File: config.mk
export PLATFORM = sky130hd
export DESIGN_NAME = wdt_timer
export DESIGN_NICKNAME = d
export VERILOG_FILES = /design/src/rtl/wdt_pkg.sv /design/src/rtl/wdt_prescaler.sv /design/src/rtl/wdt_timer.sv
export SDC_FILE = /design/constraint.sdc
export NUM_CORES = 1
export LEC_CHECK = 0
export CAP_MARGIN = 20
export CORE_MARGIN = 2
export CORE_UTILIZATION = 30
export DETAILED_ROUTE_END_ITERATION = 12
export PLACE_DENSITY = 0.49
export SYNTH_ARGS = -nofsm -noshare
export SYNTH_HDL_FRONTEND = slang
export SYNTH_SLANG_ARGS = --single-unit
export TNS_END_PERCENT = 30
File: constraint.sdc
create_clock -name clk -period 2.4 [get_ports clk]
set_clock_uncertainty 0.05 [all_clocks]
set_input_delay 0.48 -clock clk [delete_from_list [all_inputs] [get_ports clk]]
set_output_delay 0.48 -clock clk [all_outputs]
set_load 0.01 [all_outputs]
File: src/rtl/wdt_pkg.sv
// Shared watchdog definitions: FSM state encoding, default widths and the
// register map the AXI wrapper decodes.
package wdt_pkg;

    typedef enum logic [1:0] {
        ST_IDLE    = 2'd0,
        ST_COUNT   = 2'd1,
        ST_TIMEOUT = 2'd2
    } wdt_state_e;

    localparam int WDT_CNT_W = 32;

    localparam logic [11:0] WDT_OFF_WDEN   = 12'h100;
    localparam logic [11:0] WDT_OFF_WDLIVE = 12'h200;
    localparam logic [11:0] WDT_OFF_WTOCNT = 12'h300;

    // Word (32-bit) addresses of the same registers.
    localparam logic [9:0] WDT_WA_WDEN   = 10'h040;
    localparam logic [9:0] WDT_WA_WDLIVE = 10'h080;
    localparam logic [9:0] WDT_WA_WTOCNT = 10'h0C0;

endpackage

File: src/rtl/wdt_prescaler.sv
// Watchdog tick generator: one tick every PRESCALE enabled cycles, restarted
// by i_clr and held at zero while disabled.
module wdt_prescaler #(
    parameter int PRESCALE = 1,
    parameter int PRE_W    = 8
) (
    input  logic clk,
    input  logic rst,
    input  logic i_en,
    input  logic i_clr,
    output logic o_tick
);

    localparam logic [PRE_W-1:0] LAST = PRE_W'(PRESCALE - 1);

    logic [PRE_W-1:0] r_pre;
    logic             w_last;

    assign w_last = (r_pre == LAST);
    assign o_tick = i_en & w_last;

    always_ff @(posedge clk or posedge rst) begin
        if (rst) begin
            r_pre <= '0;
        end else if (i_clr || !i_en || w_last) begin
            r_pre <= '0;
        end else begin
            r_pre <= r_pre + PRE_W'(1);
        end
    end

endmodule

File: src/rtl/wdt_timer.sv
// Watchdog countdown core: arms on a WDEN rising edge, restarts on a WDLIVE
// rising edge, and raises a sticky WTO once WTOCNT+1 ticks pass unkicked.
module wdt_timer
    import wdt_pkg::*;
#(
    parameter int CNT_W    = WDT_CNT_W,
    parameter int PRESCALE = 1,
    parameter int PRE_W    = 8
) (
    input  logic             clk,
    input  logic             rst,
    input  logic             wden_i,
    input  logic             wdlive_i,
    input  logic [CNT_W-1:0] wtocnt_i,
    output logic             wto_o,
    output logic             active_o,
    output logic [CNT_W-1:0] count_o
);

    wdt_state_e       r_state, w_state_nxt;
    logic [CNT_W-1:0] r_count, w_count_nxt;
    logic [CNT_W-1:0] r_shadow, w_shadow_nxt;
    logic             r_wto, w_wto_nxt;
    logic             r_wden_q, r_wdlive_q;
    logic             w_arm, w_kick, w_tick, w_counting;

    assign w_arm      = wden_i & ~r_wden_q;
    assign w_kick     = wdlive_i & ~r_wdlive_q;
    assign w_counting = (r_state == ST_COUNT);

    // Prescaler restarts on kick and when the watchdog is being disabled.
    wdt_prescaler #(
        .PRESCALE (PRESCALE),
        .PRE_W    (PRE_W)
    ) u_prescaler (
        .clk    (clk),
        .rst    (rst),
        .i_en   (w_counting),
        .i_clr  (w_kick | ~wden_i),
        .o_tick (w_tick)
    );

    always_comb begin
        w_state_nxt  = r_state;
        w_count_nxt  = r_count;
        w_shadow_nxt = r_shadow;
        w_wto_nxt    = r_wto;
        case (r_state)
            ST_IDLE: begin
                if (w_arm) begin
                    w_state_nxt  = ST_COUNT;
                    w_shadow_nxt = wtocnt_i;
                    w_count_nxt  = '0;
                end
            end
            ST_COUNT: begin
                if (!wden_i) begin
                    w_state_nxt = ST_IDLE;
                    w_count_nxt = '0;
                    w_wto_nxt   = 1'b0;
                end else if (w_kick) begin
                    w_shadow_nxt = wtocnt_i;
                    w_count_nxt  = '0;
                end else if (w_tick && (r_count == r_shadow)) begin
                    w_state_nxt = ST_TIMEOUT;
                    w_wto_nxt   = 1'b1;
                end else if (w_tick) begin
                    w_count_nxt = r_count + CNT_W'(1);
                end
            end
            ST_TIMEOUT: begin
                if (!wden_i) begin
                    w_state_nxt = ST_IDLE;
                    w_count_nxt = '0;
                    w_wto_nxt   = 1'b0;
                end
            end
            default: begin
                w_state_nxt = ST_IDLE;
                w_count_nxt = '0;
                w_wto_nxt   = 1'b0;
            end
        endcase
    end

    always_ff @(posedge clk or posedge rst) begin
        if (rst) begin
            r_state    <= ST_IDLE;
            r_count    <= '0;
            r_shadow   <= '0;
            r_wto      <= 1'b0;
            r_wden_q   <= 1'b0;
            r_wdlive_q <= 1'b0;
        end else begin
            r_state    <= w_state_nxt;
            r_count    <= w_count_nxt;
            r_shadow   <= w_shadow_nxt;
            r_wto      <= w_wto_nxt;
            r_wden_q   <= wden_i;
            r_wdlive_q <= wdlive_i;
        end
    end

    assign wto_o    = r_wto;
    assign active_o = w_counting;
    assign count_o  = r_count;

endmodule

Word-level counts from Yosys, hierarchy flattened
Index checks and enable logic that the tools add are counted.

word-level totals
  output and inout port bits = 34
  flip-flop bits (word level) = 77
  input bits = 36
  word-level logic and storage cells = 62

cells by class
  equality and inequality tests = 11
  reductions and logical operators = 11
  add/sub/neg operators = 2
  bitwise logic cells = 8
  multiplexer cells = 23

operator list
  cell                                                             count
  32-bit 2-to-1 mux                                                9
  32-bit case mux with 3 select lines                              1
  32-bit case mux with 2 select lines                              1
  32-bit by 1-bit adder with 32-bit output, second input constant  1
  32-bit == test                                                   1
  4-bit AND reduction                                              4
  2-bit 2-to-1 mux                                                 5
  8-bit by 1-bit adder with 8-bit output, second input constant    1
  8-bit logical NOT                                                1
  8-bit 2-to-1 mux                                                 1
  2-bit != test, second input constant                             4
  4-bit != test, second input constant                             2
  3-bit != test, second input constant                             2
  2-bit case mux with 3 select lines                               1
  1-bit 2-to-1 mux                                                 4
  1-bit inverter                                                   4
  1-bit AND                                                        3
  1-bit case mux with 3 select lines                               1
  2-bit by 1-bit == test with 1-bit output, second input constant  1
  2-bit == test, second input constant                             1
  2-bit logical NOT                                                1
  1-bit logical OR                                                 2
  2-bit nonzero test                                               1
  1-bit logical AND                                                1
  2 further kinds                                                  2

Logic depth before layout (Yosys ltp)
  word-level depth = 7
  depth in mapped cells = 10
  mapped depth without buffers = 8

Cells and area by module
From an unflattened synthesis, not the netlist that was laid out.

second synthesis, totals
  cells, all modules = 458
  area, all modules = 4459.3 um^2

by module, submodules not included
  module         seq. area each (um^2)  instances  cells each  area each (um^2)
  wdt_timer      1726.7                 1          415         4047.6
  wdt_prescaler  200.2                  1          43          411.6

Worst setup path after synthesis
OpenSTA, ideal clock, no wires.

  path kind = register to register
  from = reg r_count[0], in the netlist count_o[0]
  to = reg r_count[28], in the netlist count_o[28]
  path buffers = 0
  required time = 2.281 ns
  stages on the path, launching flop included = 8
  arrival time = 2.025 ns
  period minus slack after synthesis = 2.144 ns
  library setup time = 0.069 ns
  setup slack = 0.256 ns
  cell sequence = dfrtp_1 ha_1 nand3_2 or2_4 nor4_4 nand2_1 or4b_1 nand3_1

between the ends
  cells in the longest elaborated chain, start to end = 6
  elaborated cells on any way between the ends = 10
  those cells by class = add/sub (1); eq/ne (2); mux (5); reduce/logical (2)

RTL lines
  what                                      RTL line         text
  from (decl)                               wdt_timer.sv:21  logic [CNT_W-1:0] r_count, w_count_nxt;
  from (signal assigned)                    wdt_timer.sv:96  r_count <= w_count_nxt;
  32-bit by 1-bit adder with 32-bit output  wdt_timer.sv:68  w_count_nxt = r_count + CNT_W'(1);
  32-bit 2-to-1 mux                         wdt_timer.sv:67  end else if (w_tick) begin
  32-bit 2-to-1 mux                         wdt_timer.sv:64  end else if (w_tick && (r_count == r_shadow)) begin
  32-bit 2-to-1 mux                         wdt_timer.sv:61  end else if (w_kick) begin
  32-bit 2-to-1 mux                         wdt_timer.sv:57  if (!wden_i) begin
  32-bit case mux with 3 select lines       wdt_timer.sv:48  case (r_state)

Parallel ways exist; a longest one is shown, timed or not. The select of a mux whose other input is x is not followed.
A chain may end at the register's enable or synchronous reset.

Worst setup path in the final report
  from = reg r_count[3], in the netlist count_o[3]
  to = reg r_count[2], in the netlist count_o[2]

between the ends
  cells in the longest elaborated chain, start to end = 4

RTL lines
  what                                  RTL line
  32-bit == test                        wdt_timer.sv:64
  1-bit logical AND                     wdt_timer.sv:64
  4-bit != test (no source line)        --
  4-bit AND reduction (no source line)  --

No other way between the ends.

==> out/metrics.csv <==
stage,metric,value,unit
worst_setup_path,worst_setup_path_start_kind,flip-flop,
finish,multi_input_area,2145,um2
sta,timing.fmax,0.4338,GHz
synth,ys_warn_count,0,
grt,grt_use_total,0.1663,
finish,syn_to_final_growth,36.03,%
finish,layout-drive-gt1-share,0.1828,
clock_tree,cts.clk_slew.worst_paths,60,ps
synth,yosys_register_bits,77,
job,cap_violations,0,
detailed_routing,ant_nets,0,
finish,nNetsFinal,521,
worst_setup_path,path_class,flip-flop to flip-flop,
clock_tree,cts_tree,built,
detailed_routing,routed_wirelength,11500,um
synth,synth_top_cell_by_area,dfrtp_1,
sta,fin_crit_sh,0.9605,
worst_setup_path,crit_arrival,2530,ps
floorplanning,fp.dieW,121.5,um
finish,layout.area.seq,1928,um2
synth,synth_edf_count,0,
outcome,status,completed,
placed_design,port-buffer-count,69,
synth,synth_commonest_cells,"77 x dfrtp_1, 42 x o31ai_1, 29 x xnor2_1, 28 x mux2_2, 28 x nand2_1",
grt,overflow,0,
sta,rsz0062_at_grt,false,
floorplanning,start_util,0.3104,
clock_tree,cts.sinks,77,
synth,synth_area,4143,um2
clock_tree,ctsHoldBuffers,0,
grt,grt_pass1_vias,3290,
detailed_routing,drt-wirelength-per-cell,17.34,um
sta,tightestPinTransition,496.1,ps
placed_design,dpl-instance-area,5231,um2
grt,grt_pass1_wl,18560,um
finish,finalInstanceArea,5635,um2
floorplanning,dieArea,14760,um2
detailed_routing,drc_errors,0,
pwr,power_density,633.4,nW/um2
pwr,ir_worst_vdd,0.0003215,V
synth,synthTopCellsByArea,"dfrtp_1 47%, mux2_2 7.6%, o31ai_1 7.6%, xnor2_1 6.1%, nand2_1 2.5%",
synth,synth.most_common_cell,dfrtp_1,
worst_setup_path,critPathMaxFanout,23,
sta,slew_headroom,0.6667,
finish,fin_util,0.4222,
floorplanning,core_area,13350,um2
worst_setup_path,crit_path_end_kind,flip-flop,
synth,syn_avg_cell_area,10.46,um2
detailed_routing,viasPerCell,5.154,
synth,yosysSeqAreaShare,0.4651,
clock_tree,cts_max_level,3,
floorplanning,ioPinCount,70,
clock_tree,clockBufferDepth,2,
grt,antenna_found_initial,0,
grt,grt_max_degree,78,
synth,syn_inst,396,
pwr,power,3569,uW
synth,synth_nets,435,
synth,ys_types,48,
detailed_routing,drt_pass1_iterations,5,
sta,final_max_slew_viol_count,0,
worst_setup_path,required,2630,ps
finish,n_antenna_cell,0,
min_path,worstHoldPathType,flip-flop to flip-flop,
sta,finalSetupViolCount,0,
sta,hold_viol,0,
clock_tree,cts-root-buf,clkbuf_16,
finish,nFillCells,1297,
sta,hold_ws,443.1,ps
placed_design,hpwl,8207,um
synth,synthArstFlopShare,1.000,
clock_tree,cts_made_buffers,9,
pwr,leakagePower,0.002296,uW
detailed_routing,vias,3417,
detailed_routing,dr.first_iter.drc_count,216,
floorplanning,rows,42,
sta,period_needed,2305,ps
sta,tns,0,ps
placed_design,globalplace.congestion,0.7884,
synth,synth_top_cell_area_share,0.4651,
floorplanning,die_h,121.5,um
synth,synth-main-ff-cell,dfrtp_1,
clock_tree,insertion_delay,340,ps
==> metrics by stage <==
stage / setup WS [ps] / instances
after detailed placement: 36.83 / 646
after global placement: 3.111 / 646
after CTS: 10.14 / 662
after global routing: 18.71 / 663
final: 94.86 / 663
after floorplan: 255.5 / 396
==> path summary, 6_finish.rpt <==
path / start / depth (start not counted) / slack, ps / end
worst max-delay path: count_o[3]$_DFFE_PP0P_ / 7 / 90 / count_o[2]$_DFFE_PP0P_
worst min-delay path: wto_o$_DFFE_PP0P_ / 1 / 440 / wto_o$_DFFE_PP0P_
worst max register to register: count_o[3]$_DFFE_PP0P_ / 7 / 90 / count_o[2]$_DFFE_PP0P_
worst min register to register: wto_o$_DFFE_PP0P_ / 1 / 440 / wto_o$_DFFE_PP0P_
max in group asynchronous: rst / 3 / 1400 / count_o[0]$_DFFE_PP0P_
min in group asynchronous: rst / 3 / 560 / r_shadow[22]$_DFFE_PP0P_
==> critical path: stages, from the launching register on <==
cell,delay [ps]
dfrtp_1,480
xor2_1,250
nand4b_1,200
nor4b_1,420
and4_1,330
buf_12,180
or2_2,190
o22a_1,130
==> area by class of cell <==
class	instances	area share
Timing Repair Buffer	99	0.1743
Multi-Input combinational cell	291	0.3806
Clock inverter	4	0.01687
Inverter	4	0.003330
Clock buffer	12	0.04374
Sequential cell	77	0.3421
Tap cell	176	0.03908
==> kinds of logic (layout without fill, tap and decap cells) <==
group                      after synthesis  in the layout  synth area share
adders and majority gates                3              3          0.009062
DFF                                     77             77            0.4651
buffers and inverters                   28            119           0.03231
muxes                                   32             32           0.08698
AOI/OAI and AO/OA                       86             86            0.1453
and+or+nand+nor                        132            132            0.1809
xor gates and xnor gates                38             38           0.08034
==> power breakdown <==
part / internal (uW) / switching [uW] / leakage, uW / total [uW]
clock: 1040 / 541 / 0.000167 / 1590
sequential: 1410 / 82.4 / 0.000996 / 1490
combinational: 268 / 224 / 0.00113 / 492
==> placed cells by master, fill, tap and decap left out, types with 9 or more instances in the layout <==
cell type        synthesis  final
a21oi_1                 11     11
and3_1                  11     11
buf_4                    2     24
clkbuf_16                0      9
clkdlybuf4s50_1          0     69
dfrtp_1                 77     76
mux2_2                  28     28
nand2_1                 28     27
nand3_1                 21     21
nor2_1                  20     20
o21ai_0                  9      9
o31ai_1                 42     42
xnor2_1                 29     27
xor2_1                   9      9
==> flip-flops by register name, summed over array words and instances, names as in the netlist <==
register and count:
count_o 32, r_shadow 32, r_state 2, r_wden_q 1, r_wdlive_q 1, u_prescaler.r_pre 8, wto_o 1
==> routing by layer <==
layer,part of all wire,global-route usage
met5,0,0
met4,0.0079,0.04526
met3,0.049,0.04699
met2,0.47,0.2542
met1,0.48,0.2315
==> timing repair <==
action / CTS / global route
endpoints found under the hold margin: 0 / 0
gates resized for setup: 0 / 10
endpoints found under the setup margin: 0 / 32
buffers inserted: 0 / 1
Note: power is estimated with default switching activity, not from simulation.
